===== src/rtl/mealy_pattern_scheduler.sv =====
// Round-robin scheduler that shares one Mealy switch-pattern detector between
// two requesters, shifting each granted pattern in LSB first and counting out pulses.
module mealy_pattern_scheduler #(
  parameter  int LEN = 8,
  localparam int CW  = $clog2(LEN + 1)
) (
  input  logic          clock,
  input  logic          reset,
  input  logic          req_a,
  input  logic [LEN-1:0] pattern_a,
  output logic          gnt_a,
  output logic          done_a,
  input  logic          req_b,
  input  logic [LEN-1:0] pattern_b,
  output logic          gnt_b,
  output logic          done_b,
  output logic [CW-1:0] result,
  output logic          busy,
  output logic          fsm_control,
  output logic          fsm_reset,
  input  logic          fsm_out
);

  localparam logic [2:0] S_IDLE  = 3'd0;
  localparam logic [2:0] S_CLR   = 3'd1;
  localparam logic [2:0] S_SHIFT = 3'd2;
  localparam logic [2:0] S_DRAIN = 3'd3;
  localparam logic [2:0] S_DONE  = 3'd4;

  localparam logic [CW-1:0] LAST_BIT = CW'(LEN - 1);

  logic [2:0]     state_q, state_d;
  logic [LEN-1:0] pat_q, pat_d;
  logic [CW-1:0]  bit_q, bit_d;
  logic [CW-1:0]  cnt_q, cnt_d;
  logic [CW-1:0]  result_q, result_d;
  logic           owner_b_q, owner_b_d;
  logic           last_b_q, last_b_d;
  logic           gnt_a_q, gnt_a_d, gnt_b_q, gnt_b_d;
  logic           done_a_q, done_a_d, done_b_q, done_b_d;
  logic           busy_q, busy_d;
  logic           ctl_q, ctl_d;
  logic           frst_q, frst_d;

  always_comb begin
    state_d   = state_q;
    pat_d     = pat_q;
    bit_d     = bit_q;
    cnt_d     = cnt_q;
    result_d  = result_q;
    owner_b_d = owner_b_q;
    last_b_d  = last_b_q;
    gnt_a_d   = 1'b0;
    gnt_b_d   = 1'b0;
    done_a_d  = 1'b0;
    done_b_d  = 1'b0;
    ctl_d     = 1'b0;
    frst_d    = 1'b0;
    case (state_q)
      S_IDLE: begin
        if (req_a && (!req_b || last_b_q)) begin
          pat_d     = pattern_a;
          owner_b_d = 1'b0;
          last_b_d  = 1'b0;
          gnt_a_d   = 1'b1;
          frst_d    = 1'b1;
          state_d   = S_CLR;
        end else if (req_b) begin
          pat_d     = pattern_b;
          owner_b_d = 1'b1;
          last_b_d  = 1'b1;
          gnt_b_d   = 1'b1;
          frst_d    = 1'b1;
          state_d   = S_CLR;
        end
      end
      S_CLR: begin
        cnt_d   = '0;
        bit_d   = '0;
        ctl_d   = pat_q[0];
        pat_d   = pat_q >> 1;
        state_d = S_SHIFT;
      end
      S_SHIFT: begin
        // Detector out is registered, so it reflects the previous bit; bit 0 has no result yet.
        if ((bit_q != '0) && fsm_out) cnt_d = cnt_q + CW'(1);
        if (bit_q == LAST_BIT) begin
          state_d = S_DRAIN;
        end else begin
          bit_d = bit_q + CW'(1);
          ctl_d = pat_q[0];
          pat_d = pat_q >> 1;
        end
      end
      S_DRAIN: begin
        if (fsm_out) cnt_d = cnt_q + CW'(1);
        state_d = S_DONE;
      end
      S_DONE: begin
        result_d = cnt_q;
        done_a_d = !owner_b_q;
        done_b_d = owner_b_q;
        state_d  = S_IDLE;
      end
      default: state_d = S_IDLE;
    endcase
    busy_d = (state_d != S_IDLE);
  end

  always_ff @(posedge clock or negedge reset) begin
    if (!reset) begin
      state_q   <= S_IDLE;
      pat_q     <= '0;
      bit_q     <= '0;
      cnt_q     <= '0;
      result_q  <= '0;
      owner_b_q <= 1'b0;
      last_b_q  <= 1'b1;
      gnt_a_q   <= 1'b0;
      gnt_b_q   <= 1'b0;
      done_a_q  <= 1'b0;
      done_b_q  <= 1'b0;
      busy_q    <= 1'b0;
      ctl_q     <= 1'b0;
      frst_q    <= 1'b1;
    end else begin
      state_q   <= state_d;
      pat_q     <= pat_d;
      bit_q     <= bit_d;
      cnt_q     <= cnt_d;
      result_q  <= result_d;
      owner_b_q <= owner_b_d;
      last_b_q  <= last_b_d;
      gnt_a_q   <= gnt_a_d;
      gnt_b_q   <= gnt_b_d;
      done_a_q  <= done_a_d;
      done_b_q  <= done_b_d;
      busy_q    <= busy_d;
      ctl_q     <= ctl_d;
      frst_q    <= frst_d;
    end
  end

  assign gnt_a       = gnt_a_q;
  assign gnt_b       = gnt_b_q;
  assign done_a      = done_a_q;
  assign done_b      = done_b_q;
  assign result      = result_q;
  assign busy        = busy_q;
  assign fsm_control = ctl_q;
  assign fsm_reset   = frst_q;

endmodule


===== config.mk =====
export PLATFORM = sky130hd
export DESIGN_NAME = mealy_pattern_scheduler
export DESIGN_NICKNAME = d
export VERILOG_FILES = /design/src/rtl/mealy_pattern_scheduler.sv
export SDC_FILE = /design/constraint.sdc
export NUM_CORES = 1
export LEC_CHECK = 0
export ABC_AREA = 1
export CORE_MARGIN = 4
export CORE_UTILIZATION = 40
export DETAILED_ROUTE_END_ITERATION = 6
export GPL_TIMING_DRIVEN = 0
export PLACE_DENSITY = 0.76
export SLEW_MARGIN = 20
export SYNTH_ARGS = -nofsm -noshare
export SYNTH_HDL_FRONTEND = slang
export SYNTH_SLANG_ARGS = --single-unit

===== constraint.sdc =====
create_clock -name clock -period 1.71 [get_ports clock]
set_clock_uncertainty 0.15 [all_clocks]
set_input_delay 0.171 -clock clock [delete_from_list [all_inputs] [get_ports clock]]
set_output_delay 0.171 -clock clock [all_outputs]
set_load 0.01 [all_outputs]

# Yosys cells after proc, flatten, opt, wreduce, memory -nomap -nowiden
# Index checks and enable logic that the tools add are counted.
[classes] add_sub_neg=2 n_eq_ne=9 mux=26 n_reduce_logical=16
[ops] cell="$mux W8" count=3
[ops] cell="$pmux W8 S3" count=1
[ops] cell="$mux W1" count=12
[ops] cell="$mux W4" count=3
[ops] cell="$pmux W3 S4" count=1
[ops] cell="$pmux W4 S3" count=1
[ops] cell="$mux W3" count=3
[ops] cell="$reduce_bool A3 Y1" count=3
[ops] cell="$add A4 B1 Y4 const B" count=2
[ops] cell="$pmux W4 S2" count=1
[ops] cell="$eq A3 B2 Y1 const B" count=2
[ops] cell="$ne A2 B2 Y1 const B" count=3
[ops] cell="$reduce_and A3 Y1" count=2
[ops] cell="$eq A4 B3 Y1 const B" count=1
[ops] cell="$reduce_and A2 Y1" count=2
[ops] cell="$reduce_bool A2 Y1" count=2
[ops] cell="$reduce_bool A4 Y1" count=1
[ops] cell="$eq A3 B1 Y1 const B" count=1
[ops] cell="$eq A3 B3 Y1 const B" count=1
[ops] cell="$logic_not A3 Y1" count=1
[ops] cell="$ne A3 B3 Y1 const B" count=1
[ops] cell="$logic_and A1 B1 Y1" count=2
[ops] cell="$logic_not A1 Y1" count=2
[ops] cell="$pmux W1 S2" count=1
[ops] cell="$logic_or A1 B1 Y1" count=1
[word_totals] regBits=32 in_bits=21 output_inout_bits=11 wordCells=67

# Longest topological paths before layout
# Gate-level depths: netlist (run 1).
[depth] ltp_word=6 mapped_depth=9 mapped_depth_nobuf=9

# Least setup slack after synthesis (run 1)
# Ideal clock, no wire load.
[synth_timing] path_type="reg-to-reg" startpoint="register last_b_q" endpoint="register pat_q[2]" setup_time_ps=117 arrival_ps=1197 required_time_ps=1443 slack_ps=246 path_stages_with_launch=9 path_buffers=1 period_less_slack_ps=1464 path_cell_list="dfstp_2 > inv_1 > nand2_2 > nand2_2 > nand2_1 > nand2_2 > buf_4 > nand3_1 > nand2_1"
[synth_between] elab_chain_len=4 elab_cells_between_ends=6 cone_classes="eq/ne: 1; mux: 2; reduce/logical: 3"
[synth_lines] item="start, declared" line="38" source="logic last_b_q, last_b_d;"
[synth_lines] item="start signal, assigned" line="133" source="last_b_q <= last_b_d;"
[synth_lines] item="$logic_or A1 B1 Y1 *" line="61" source="if (req_a && (!req_b || last_b_q)) begin"
[synth_lines] item="$logic_and A1 B1 Y1 *" line="61"
[synth_lines] item="$ne A3 B3 Y1 (no source line) / $mux W8 (equally long branches)"
[synth_lines] item="$reduce_and A3 Y1 (no source line) / $pmux W8 S3 (equally long branches)"
[synth_lines] item="end signal, assigned" line="128" source="pat_q <= pat_d;"
[synth_lines] item="end, declared" line="33" source="logic [LEN-1:0] pat_q, pat_d;"
# Every way passes the cells marked *; elsewhere a longest branch is shown, timed or not.
# A chain may end at the register's enable or synchronous reset.

# Worst setup path in the final report (run 1)
[layout_timing] startpoint="register frst_q (netlist: fsm_reset)" endpoint="output port fsm_reset"
[layout_rtl] item="start, declared" line="43" source="logic frst_q, frst_d;"
[layout_rtl] item="start signal, assigned" line="140" source="frst_q <= frst_d;"
[layout_rtl] item="end, declared" line="20" source="output logic fsm_reset,"
# No word-level cell between the ends.

==> flow_summary.json, run 1 <==
{
  "finalSetupViolCount": 0,
  "timing.slew.headroom": 0.5345,
  "die_w_microns": 71.62,
  "internal-power_mw": 2.152,
  "critPathCaptureType": "primary output",
  "synth_seq_cells": 32,
  "n_antenna_cell": 0,
  "max_cap_viol_count": 0,
  "worst_pin_slew_ns": 0.6982,
  "status": "completed",
  "syn_nets": 227,
  "grt_max_degree": 33,
  "vias": 1384,
  "slew_viol_final": 0,
  "hold_class": "input port to flip-flop",
  "crit_path_max_fanout": 1,
  "p_clk_frac": 0.199,
  "syn_inst": 203,
  "dieArea_sq_um": 5129,
  "irDropWorstVdd_mv": 0.6561,
  "drc": 0,
  "layout-drive-gt1-share": 0.1481,
  "layout_common_cells": "nand2_1, dfrtp_1, clkdlybuf4s50_1, nand3_1, inv_1",
  "initial_core_util": 0.4262,
  "critPathBufInv": 1,
  "grt_use_total": 0.1383,
  "cts_buffers": 5,
  "drtPass1Iterations": 4,
  "fillers": 359,
  "total_power_mw": 3.559,
  "ys_seq_area_frac": 0.4961,
  "crit_type": "flip-flop to primary output",
  "ant_nets": 0,
  "nNetsFinal": 266,
  "design_area_sq_um": 2110,
  "hold_slack_ns": 0.1988,
  "grt_overflow_total": 0,
  "arrival_ns": 1.34,
  "power_density_nw_per_um2": 1687,
  "clkLatencyLatePin_ns": 0.29,
  "critPathTopFamily": "buffers and inverters",
  "dp_slack_ns": -0.07064,
  "synthFlopType": "dfrtp_1",
  "row_count": 22,
  "switching_share": 0.3954,
  "ys_warn_count": 0,
  "syn_area_per_cell_sq_um": 7.976,
  "routabilityCongestion": 0.8086,
  "port_buffers": 30,
  "clock.fmax_mhz": 603.4,
  "root_buffer": "clkbuf_8",
  "syn_to_final_growth_pct": 30.29,
  "start_kind": "flip-flop",
  "final_cells": 291,
  "detail_route.wl_per_cell_microns": 11.48,
  "htreeDepth": 2,
  "clkTransAtPathRegs_ns": 0.07,
  "combPwrFrac": 0.455,
  "placedCellCount": 281,
  "fin_ws_ns": 0.05282,
  "cp.required_ns": 1.39,
  "synthTopCellsByArea": "dfrtp_1, nand2_1, nand3_1, inv_1, dfstp_2",
  "critPathMaxStageDelay_ns": 0.53,
  "core_area_sq_um": 3799,
  "cts_tree": "done",
  "place_area_sq_um": 1974,
  "grt_pass1_wl_microns": 5547,
  "path_cells": "clkdlybuf4s50_1",
  "netlist.area_leader.share": 0.4637,
  "drt_iter0_drc": 105,
  "fin_setup_tns_ns": 0,
  "sequentialPowerShare": 0.347,
  "vias_per_cell": 4.756,
  "final_core_util": 0.5553,
  "slowest_stage": "clkdlybuf4s50_1",
  "rsz0062_at_grt": "no",
  "grt_antenna_before_repair": 0,
  "syn_area_sq_um": 1619,
  "ys_types": 25,
  "async_flop_share": 1.000,
  "power.switching_mw": 1.407,
  "ios": 32,
  "die_y_microns": 71.62,
  "place_hpwl_microns": 2460,
  "fin_crit_sh": 0.9691,
  "synth_edf_count": 0,
  "p_leak_nw": 1.104,
  "yosys.area.top_type": "dfrtp_1",
  "finalHoldViolCount": 0,
  "fin_crit_ns": 1.657,
  "drt-total-wl_microns": 3341,
  "grt_pass1_vias": 1262,
  "cts.sinks": 32,
  "layout_commonest_cell": "nand2_1",
  "clk_path_buf_depth": 2
}
==> repair_timing <==
action / 4_1_cts / 5_1_grt
endpoints found under the hold margin: 30 / 0
setup endpoints to repair: 0 / 6
resized for setup: 0 / 2
buffers inserted: 0 / 1
hold buffers: 1 / 0
==> cells by family after synthesis <==
kind of cell | synth area share
AND/OR/NAND/NOR | 0.3478
XOR/XNOR | 0.01082
AO/OA/AOI/OAI | 0.03632
multiplexers | 0.02086
adder cells (fa/ha/maj) | 0.02319
flip-flops | 0.4961
buffers and inverters | 0.06491
==> routing by layer <==
metal / wire length, microns / part of all wire / track usage / vias to the layer above
li1: - / - / - / 716
met4: 72 / 0.022 / 0.06889 / 0
met1: 1492 / 0.45 / 0.1744 / 637
met5: 0 / 0 / 0 / -
met2: 1659 / 0.50 / 0.2204 / 24
met3: 115 / 0.034 / 0.03366 / 7
==> path summary, 6_finish.rpt <==
check                      startpoint        end  slack [ns]  cells past startpoint
setup / recovery            fsm_reset  fsm_reset        0.05                      1
hold / removal                  req_a      gnt_b        0.20                      3
setup reg to reg             last_b_q   pat_q[4]        0.13                      8
hold reg to reg             owner_b_q     done_a        0.31                      1
max in group asynchronous       reset   pat_q[3]        0.64                      2
min in group asynchronous       reset   cnt_q[1]        0.32                      2
==> synth_stat cells (2+ instances only) <==
master,instances
nand2_2,8
ha_1,3
dfrtp_1,30
nor2_2,2
a21oi_1,3
dfstp_2,2
nand3_1,24
mux2_2,3
buf_4,3
o21ai_0,4
nand2_1,81
inv_1,15
inv_2,4
nor2_1,10
==> sequential cells by signal (all words and copies together) (netlist names), 3 cells and up <==
register	cells
pat_q	8
bit_q	4
cnt_q	4
result	4
state_q	3
==> power by group through the flow <==
| stage | logic, mW | clock network [mW] | registers [mW] |
|---|---|---|---|
| after floorplan | 1.09 | 0 | 1.25 |
| after global placement | 1.56 | 0 | 1.24 |
| after detailed placement | 1.60 | 0 | 1.25 |
| after CTS | 1.61 | 0.714 | 1.24 |
| after global routing | 1.85 | 0.752 | 1.28 |
| final | 1.62 | 0.707 | 1.23 |
==> cell type report <==
| class | instances | area (sq um) | area share |
|---|---|---|---|
| flip-flops and latches | 32 | 803.3 | 0.3808 |
| clock inverters | 2 | 35.03 | 0.01661 |
| plain buffers | 4 | 33.78 | 0.01601 |
| inverters | 19 | 71.32 | 0.03381 |
| clock buffers | 6 | 72.57 | 0.03440 |
| repair buffers | 32 | 312.8 | 0.1483 |
| multi-input cells | 148 | 720.7 | 0.3416 |
| well taps | 48 | 60.06 | 0.02847 |
Note: power is estimated with default switching activity, not from simulation.
==> inputs of run 2 (changes only) <==
--- a/config.mk
+++ b/config.mk
@@ -8,6 +8,8 @@
 export ABC_AREA = 1
 export CORE_MARGIN = 4
 export CORE_UTILIZATION = 40
+export CTS_BUF_LIST = sky130_fd_sc_hd__clkbuf_8
+export CTS_CLUSTER_DIAMETER = 120
 export DETAILED_ROUTE_END_ITERATION = 6
 export GPL_TIMING_DRIVEN = 0
 export PLACE_DENSITY = 0.76
==> run 2 against run 1 <==
Sequential share of layout area did not move. Critical path depth unchanged. Register-to-register slack about the same. First-iteration DRC count fell by 2.9%. Utilization did not move. Largest power group unchanged.
==> flow_summary.json, run 2 (synthesis results as in run 1) <==
{
  "drc": 0,
  "drt_iter0_drc": 102,
  "rrSetupSlack_ns": 0.13,
  "syn_to_final_growth_pct": 30.29,
  "finalSetupViolCount": 0,
  "final_core_util": 0.5553,
  "clkLatencyLatePin_ns": 0.29,
  "htreeDepth": 2,
  "dieArea_sq_um": 5129,
  "path_cells": "clkdlybuf4s50_1",
  "place_area_sq_um": 1974,
  "dp_slack_ns": -0.07064,
  "critPathTopFamily": "buffers and inverters",
  "root_buffer": "clkbuf_8",
  "cts_tree": "done",
  "sequentialPowerShare": 0.348,
  "fin_ws_ns": 0.05457,
  "clkTransAtPathRegs_ns": 0.07,
  "fin_setup_tns_ns": 0,
  "detail_route.wl_per_cell_microns": 11.44,
  "status": "completed",
  "p_clk_frac": 0.197,
  "clk_path_buf_depth": 2,
  "rsz0062_at_grt": "no",
  "layout-drive-gt1-share": 0.1481,
  "layout_commonest_cell": "nand2_1",
  "drtPass1Iterations": 4,
  "ant_nets": 0,
  "routabilityCongestion": 0.8086,
  "cp.required_ns": 1.39,
  "slew_viol_final": 0,
  "max_cap_viol_count": 0,
  "initial_core_util": 0.4262,
  "irDropWorstVdd_mv": 0.6522,
  "crit_type": "flip-flop to primary output",
  "die_w_microns": 71.62,
  "grt_pass1_wl_microns": 5547,
  "drt-total-wl_microns": 3328,
  "critPathCaptureType": "primary output",
  "nNetsFinal": 266,
  "crit_path_max_fanout": 1,
  "largest_reg_flops": 8,
  "grt_pass1_vias": 1262,
  "power.switching_mw": 1.403,
  "core_area_sq_um": 3799,
  "slowest_stage": "clkdlybuf4s50_1",
  "critPathBufInv": 1,
  "power_density_nw_per_um2": 1682,
  "clock.fmax_mhz": 604.1,
  "critPathMaxStageDelay_ns": 0.53,
  "cts_buffers": 5,
  "arrival_ns": 1.33,
  "vias_per_cell": 4.777,
  "hold_class": "input port to flip-flop",
  "vias": 1390,
  "internal-power_mw": 2.146,
  "timing.slew.headroom": 0.5344,
  "row_count": 22,
  "finalHoldViolCount": 0,
  "largest_register": "pat_q",
  "worst_pin_slew_ns": 0.6984,
  "start_kind": "flip-flop",
  "grt_antenna_before_repair": 0,
  "grt_overflow_total": 0,
  "fin_crit_ns": 1.655,
  "combPwrFrac": 0.456,
  "switching_share": 0.3954,
  "grt_max_degree": 33,
  "place_hpwl_microns": 2460,
  "ios": 32,
  "grt_use_total": 0.1383,
  "p_leak_nw": 1.109,
  "design_area_sq_um": 2110,
  "port_buffers": 30,
  "die_y_microns": 71.62,
  "fin_crit_sh": 0.9681,
  "cts.sinks": 32,
  "layout_common_cells": "nand2_1, dfrtp_1, clkdlybuf4s50_1, nand3_1, inv_1",
  "n_antenna_cell": 0
}
run 2: changes by cell type in the layout (fill, tap and decap cells not counted):
cell	delta
inv_1	+1
clkbuf_1	-1
run 2: layout make-up:
cell class,count,area (sq um)
fill,359,1689
sequential,32,803.3
multi-input combinational,148,720.7
timing repair buffer,32,312.8
inverter,19,71.32
clock buffer,5,68.82
tap,48,60.06
clock inverter,3,38.79
buffer,4,33.78
run 2: power groups by stage:
stage	sequential [mW]	combinational (mW)	clock [mW]
CTS	1.24	1.61	0.708
finish	1.23	1.62	0.699
detailed placement	1.25	1.60	0
floorplan	1.25	1.09	0
global placement	1.24	1.56	0
global route	1.28	1.85	0.746
run 2: routing by layer:
layer | global-route usage | vias to the layer above | wire [microns]
li1 | - | 716 | -
met1 | 0.1744 | 643 | 1480
met2 | 0.2204 | 24 | 1658
met3 | 0.03366 | 7 | 117
met4 | 0.06889 | 0 | 72
met5 | 0 | - | 0
run 2: final timing paths:
| path | from | depth (start not counted) | end |
|---|---|---|---|
| worst max-delay path | fsm_reset | 1 | fsm_reset |
| worst max register to register | last_b_q | 8 | pat_q[4] |
| worst min-delay path | req_a | 3 | gnt_b |
| worst min register to register | owner_b_q | 1 | done_a |
| max in group asynchronous | reset | 2 | pat_q[3] |
| min in group asynchronous | reset | 2 | cnt_q[1] |
run 2: through the flow:
stage          std cells  hold slack [ns]  power, mW
2_1_floorplan        203          -0.2746      2.339
3_3_place_gp         281           0.2974      2.796
3_5_place_dp         281           0.1112      2.847
4_1_cts              290           0.1836      3.554
5_1_grt              291           0.2250      3.873
6_report             291           0.2004      3.549
run 2: timing repair:
| item | 4_1_cts | 5_1_grt |
|---|---|---|
| gates resized for setup | 0 | 2 |
| setup endpoints to repair | 0 | 6 |
| setup buffers | 0 | 1 |
| endpoints found under the hold margin | 30 | 0 |
| hold buffers | 1 | 0 |
run 2: worst min-delay path, delay by kind of cell:
kind,cells,cell delay [ns]
AO/OA/AOI/OAI,1,0.16
buffers and inverters,1,0.15
AND/OR/NAND/NOR,1,0.11
